File: src/rtl/id_decode_stage.sv
// RV32I decode/issue stage: derives ALU op and operands for OP, OP-IMM, LUI and AUIPC
// into a valid/ready output register. Define ID_SKID_BUFFER_EN to add a one-entry skid register.
module id_decode_stage (
  input  logic        clk,
  input  logic        rst,
  input  logic        in_valid,
  output logic        in_ready,
  input  logic [31:0] instr,
  input  logic [31:0] pc,
  output logic [4:0]  rs1_addr,
  output logic [4:0]  rs2_addr,
  input  logic [31:0] rs1_data,
  input  logic [31:0] rs2_data,
  input  logic        flush,
  output logic        out_valid,
  input  logic        out_ready,
  output logic [3:0]  alu_opr,
  output logic [31:0] alu_a,
  output logic [31:0] alu_b,
  output logic [4:0]  rd,
  output logic        wb_en,
  output logic        illegal,
  output logic [31:0] pc_out
);

  localparam logic [6:0] OPC_OP    = 7'b0110011;
  localparam logic [6:0] OPC_OPIMM = 7'b0010011;
  localparam logic [6:0] OPC_LUI   = 7'b0110111;
  localparam logic [6:0] OPC_AUIPC = 7'b0010111;

  typedef struct packed {
    logic [3:0]  opr;
    logic [31:0] a;
    logic [31:0] b;
    logic [31:0] pc;
    logic [4:0]  rd;
    logic        wb_en;
    logic        illegal;
  } entry_t;

  entry_t      dec_d;
  entry_t      out_q;
  logic        out_valid_q;
  logic        load;
  logic        legal;
  logic [6:0]  opcode;
  logic [2:0]  funct3;
  logic [6:0]  funct7;

  assign opcode   = instr[6:0];
  assign funct3   = instr[14:12];
  assign funct7   = instr[31:25];
  assign rs1_addr = instr[19:15];
  assign rs2_addr = instr[24:20];

  // Every supported opcode ends in 2'b11, so a compressed-looking word falls to default.
  always_comb begin
    dec_d    = '0;
    dec_d.rd = instr[11:7];
    dec_d.pc = pc;
    legal    = 1'b0;
    case (opcode)
      OPC_OP: begin
        legal = (funct7 == 7'b0000000) ||
                (funct7 == 7'b0100000 && (funct3 == 3'b000 || funct3 == 3'b101));
        dec_d.opr = {instr[30], funct3};
        dec_d.a   = rs1_data;
        dec_d.b   = rs2_data;
      end
      OPC_OPIMM: begin
        legal   = 1'b1;
        dec_d.a = rs1_data;
        if (funct3 == 3'b101) begin
          dec_d.opr = {instr[30], 3'b101};
          dec_d.b   = {27'b0, instr[24:20]};
        end else begin
          dec_d.opr = {1'b0, funct3};
          dec_d.b   = {{20{instr[31]}}, instr[31:20]};
        end
      end
      OPC_LUI: begin
        legal     = 1'b1;
        dec_d.opr = 4'b0000;
        dec_d.a   = '0;
        dec_d.b   = {instr[31:12], 12'b0};
      end
      OPC_AUIPC: begin
        legal     = 1'b1;
        dec_d.opr = 4'b0000;
        dec_d.a   = pc;
        dec_d.b   = {instr[31:12], 12'b0};
      end
      default: legal = 1'b0;
    endcase
    if (!legal) begin
      dec_d.opr = '0;
      dec_d.a   = '0;
      dec_d.b   = '0;
    end
    dec_d.illegal = !legal;
    dec_d.wb_en   = legal && (instr[11:7] != 5'd0);
  end

`ifdef ID_SKID_BUFFER_EN
  entry_t skid_q;
  logic   skid_valid_q;
  logic   out_free;

  assign in_ready = !skid_valid_q;
  assign load     = in_valid && in_ready;
  assign out_free = !out_valid_q || out_ready;

  always_ff @(posedge clk) begin
    if (rst) begin
      out_valid_q  <= 1'b0;
      out_q        <= '0;
      skid_valid_q <= 1'b0;
      skid_q       <= '0;
    end else if (flush) begin
      out_valid_q  <= 1'b0;
      skid_valid_q <= 1'b0;
    end else if (out_free) begin
      // A full skid blocks in_ready, so it and a new load are never both pending here.
      if (skid_valid_q) begin
        out_q        <= skid_q;
        out_valid_q  <= 1'b1;
        skid_valid_q <= 1'b0;
      end else if (load) begin
        out_q       <= dec_d;
        out_valid_q <= 1'b1;
      end else begin
        out_valid_q <= 1'b0;
      end
    end else if (load) begin
      skid_q       <= dec_d;
      skid_valid_q <= 1'b1;
    end
  end
`else
  assign in_ready = !out_valid_q || out_ready;
  assign load     = in_valid && in_ready;

  // NOTE: state registers use non-blocking assignments so every flop samples pre-edge values.
  always_ff @(posedge clk) begin
    if (rst) begin
      out_valid_q <= 1'b0;
      // NOTE: payload is reset too because downstream observes zeroed fields after reset.
      out_q       <= '0;
    end else if (flush) begin
      out_valid_q <= 1'b0;
    end else if (load) begin
      out_valid_q <= 1'b1;
      out_q       <= dec_d;
    end else if (out_ready) begin
      out_valid_q <= 1'b0;
    end
  end
`endif

  assign out_valid = out_valid_q;
  assign alu_opr   = out_q.opr;
  assign alu_a     = out_q.a;
  assign alu_b     = out_q.b;
  assign rd        = out_q.rd;
  assign wb_en     = out_q.wb_en;
  assign illegal   = out_q.illegal;
  assign pc_out    = out_q.pc;

endmodule

File: config.mk
export PLATFORM = sky130hd
export DESIGN_NAME = id_decode_stage
export DESIGN_NICKNAME = d
export VERILOG_FILES = /design/src/rtl/id_decode_stage.sv
export SDC_FILE = /design/constraint.sdc
export NUM_CORES = 1
export LEC_CHECK = 0
export ABC_CLOCK_PERIOD_IN_PS = 1800
export CAP_MARGIN = 20
export CORE_AREA = 2 2 99 101
export DETAILED_ROUTE_END_ITERATION = 16
export DIE_AREA = 0 0 101 103
export DONT_BUFFER_PORTS = 1
export GPL_TIMING_DRIVEN = 0
export PLACE_DENSITY = 0.7
export SYNTH_ARGS = -nofsm -noshare
export SYNTH_HDL_FRONTEND = slang
export SYNTH_SLANG_ARGS = --single-unit
File: constraint.sdc
create_clock -name clk -period 1.8 [get_ports clk]
set_input_delay 0.18 -clock clk [delete_from_list [all_inputs] [get_ports clk]]
set_output_delay 0.18 -clock clk [all_outputs]
set_load 0.02 [all_outputs]
==> qor.csv <==
metric,value,unit
p_total,4.49,mW
sequential_cell_area,2170,um2
grt_pass1_wl,21.8,mm
startpoint_type,register,
cp_data_arrival_time,2.18,ns
die_h,103,um
setup-tns-final,-1.84,ns
core,9460,um2
vias,4318,
average_detailed_routed_wire_length_per_instance,21.5,um
port_buffers,0,
worst_hold_path_type,primary input to register,
postLayoutCellArea,5720,um2
cts.clk_slew.worst_paths,0.11,ns
final_antenna_net_count,0,
cp_max_fo,10,
violations,negative setup slack,
tritoncts_num_sinks,108,
grt.overflow.total,0,
die_x,101,um
period_minus_slack,1.88,ns
netlist_instances,533,
p_per_area,785,nW/um2
report.final.hold_viol_count,0,
detail_route.first_pass.iterations,5,
fmaxAchievable,0.531,GHz
num-fill-cells,835,
timing.max_slew.rel_slack,0.493,
cts_buffers,9,
max_capacitance_violation_count,0,
io_pins,252,
postRouteWirelength,15.3,mm
netlist_area_before_placement,4880,um2
antenna_violations_before_repair,0,
post_drt_via_cell_ratio,6.08,
max-clock-path-buffers,2,
latest_clock_arrival_within_the_worst_skew_pair,0.37,ns
fp-row-count,36,
worst-slew-pin-transition,0.760,ns
cts_max_level,3,
synth.lib_cells_used.distinct,45,
grt_pass1_vias,4176,
dr.first_iter.drc_count,167,
ir_worst_vdd,382,uV
place.detailed.hpwl,10.7,mm
fin_util,0.605,
crit_path_top_delay_cell,sky130_fd_sc_hd__or4_4,
effective_utilization_at_floorplan,0.515,
postSynth.asyncResetShare,0,
nNetsFinal,725,
area_growth_syn_to_layout,17.3,%
drive_above_1_share,0.149,
timing.final.max_slew_violations,0,
number_of_antenna_diodes,0,
multiInputGateArea,2110,um2
detailed_place.area,5020,um2
critical_path_required,2.10,ns
cpPeakStageDelay,0.54,ns
finalClockSkew,0.0138,ns
portion_of_the_post_synthesis_area_used_by_sequential_elements,0.443,
syn_nets,666,
track_usage,0.270,
status,finished with violations,
endpoint_kind,register,
cts_root_buf,sky130_fd_sc_hd__clkbuf_8,
routabilityCongestion,0.838,
tritoncts,done,
synthFlopType,sky130_fd_sc_hd__dfxtp_1,
die_area,10400,um2
worst_setup_path_category,register to register,
drt_drc_violations_left,0,
power.static_leakage,2.34,nW
synth-seq-cells,108,
largest_net_degree_at_the_start_of_global_routing,20,
per_instance_average_area_after_synthesis,9.15,um2
final.setup.worst_slack,-0.0824,ns
count_of_synthesis_stage_warnings_from_yosys,0,
setup_violating_endpoint_count_in_the_final_report,52,
unrepaired_setup_endpoints_after_global_routing,true,
synth-edff-count,0,
crit_share_post_route,1.05,
crit_path_cells,nor2b_4 > or4_4 > a2111oi_4 > buf_6 > buf_8 > a22o_1,
==> synth_stat cells, types with 2 or more instances <==
cell type,count,share of area
sky130_fd_sc_hd__o21a_1,2,0.0031
sky130_fd_sc_hd__clkbuf_1,17,0.013
sky130_fd_sc_hd__nor2_1,6,0.0046
sky130_fd_sc_hd__clkbuf_8,17,0.048
sky130_fd_sc_hd__or3_1,6,0.0077
sky130_fd_sc_hd__nor2b_1,2,0.0026
sky130_fd_sc_hd__buf_1,2,0.0015
sky130_fd_sc_hd__dfxtp_1,108,0.44
sky130_fd_sc_hd__a22o_1,53,0.095
sky130_fd_sc_hd__nand2_1,125,0.096
sky130_fd_sc_hd__buf_6,6,0.014
sky130_fd_sc_hd__buf_4,10,0.015
sky130_fd_sc_hd__o41ai_1,8,0.014
sky130_fd_sc_hd__a221o_2,12,0.028
sky130_fd_sc_hd__a21oi_1,37,0.038
sky130_fd_sc_hd__a221o_1,7,0.014
sky130_fd_sc_hd__o22ai_1,32,0.041
sky130_fd_sc_hd__o31ai_1,8,0.012
sky130_fd_sc_hd__mux2i_1,11,0.023
sky130_fd_sc_hd__nor3_1,2,0.0021
sky130_fd_sc_hd__o21ai_0,3,0.0031
sky130_fd_sc_hd__inv_1,36,0.028
==> cells in the final DEF (no fill, tap or decap), drive strengths merged, types with 2 or more instances in the layout <==
cell type    synthesis  routed
inv                 36      38
o41ai                8       8
dlygate4sd3          0      42
nor2b                3       3
clkinv               0       3
mux2i               11      11
o21a                 2       2
nand2              126     126
and2b                2       2
clkbuf              35      43
a21oi               38      38
buf                 19      26
a221o               19      19
o22ai               32      32
nor2                 6       6
o31ai                8       8
dfxtp              108     108
a22o                53      53
nor3                 3       3
o21ai                3       3
or3                  6       6
==> cells by family after synthesis <==
| family | count (synthesis) | synth area share |
|---|---|---|
| mux | 11 | 0.0226 |
| xor+xnor | 1 | 0.00334 |
| flops | 108 | 0.443 |
| buf+inv | 92 | 0.127 |
| compound gates | 168 | 0.265 |
| simple gates | 153 | 0.139 |
==> worst max-delay path, delay by kind of cell (launching register included) <==
kind | cells | cell delay, ns
AO/OA/AOI/OAI | 2 | 0.41
buffers and inverters | 2 | 0.35
flip-flops | 1 | 0.38
AND/OR/NAND/NOR | 2 | 0.68
==> registers in the layout, summed over array words and instances, names as in the netlist <==
signal and flops:
alu_a 32, alu_b 32, pc_out 32, rd 5, alu_opr 4, illegal 1
out_valid 1, wb_en 1
==> where the power goes <==
part,switching (mW),internal (mW)
Sequential,0.0845,2.43
Combinational,0.319,0.281
Clock,0.859,0.514
Total,1.26,3.23
==> worst paths after layout <==
check | from | to | slack [ns] | depth (start not counted)
max | out_valid | alu_b[19] | -0.08 | 6
min | instr[10] | wb_en | 0.05 | 3
max reg2reg | out_valid | alu_b[19] | -0.08 | 6
min reg2reg | pc_out[27] | pc_out[27] | 0.56 | 2
==> area by class of cell <==
| class | count | share of cell area |
|---|---|---|
| clock inverters | 6 | 0.00875 |
| repair buffers | 49 | 0.0877 |
| flip-flops and latches | 108 | 0.379 |
| plain buffers | 55 | 0.0866 |
| multi-input cells | 333 | 0.368 |
| clock buffers | 9 | 0.0217 |
| well taps | 114 | 0.0249 |
| inverters | 36 | 0.0236 |
==> per-stage QoR <==
stage                     hold WS [ns]  worst slack (ns)  instances
after floorplan                  0.252           -0.0118        533
after global placement           0.257            -0.341        647
after detailed placement         0.256            -0.388        647
after CTS                      0.00662            -0.148        709
after global routing            0.0188            -0.131        710
final                           0.0469           -0.0824        710
==> routing by layer <==
metal,wire [um],GRT usage
met1,6130,0.332
met2,7670,0.466
met3,1240,0.0719
met4,234,0.0832
met5,0,0
==> repair_timing <==
action                     4_1_cts  5_1_grt
resized for setup               10       10
gates cloned                     1        1
setup buffers                    5        0
hold buffers                    42        0
pin swaps                        3        3
setup endpoints to repair       99       98
hold endpoints to repair        41        0
Note: power is estimated with default switching activity, not from simulation.
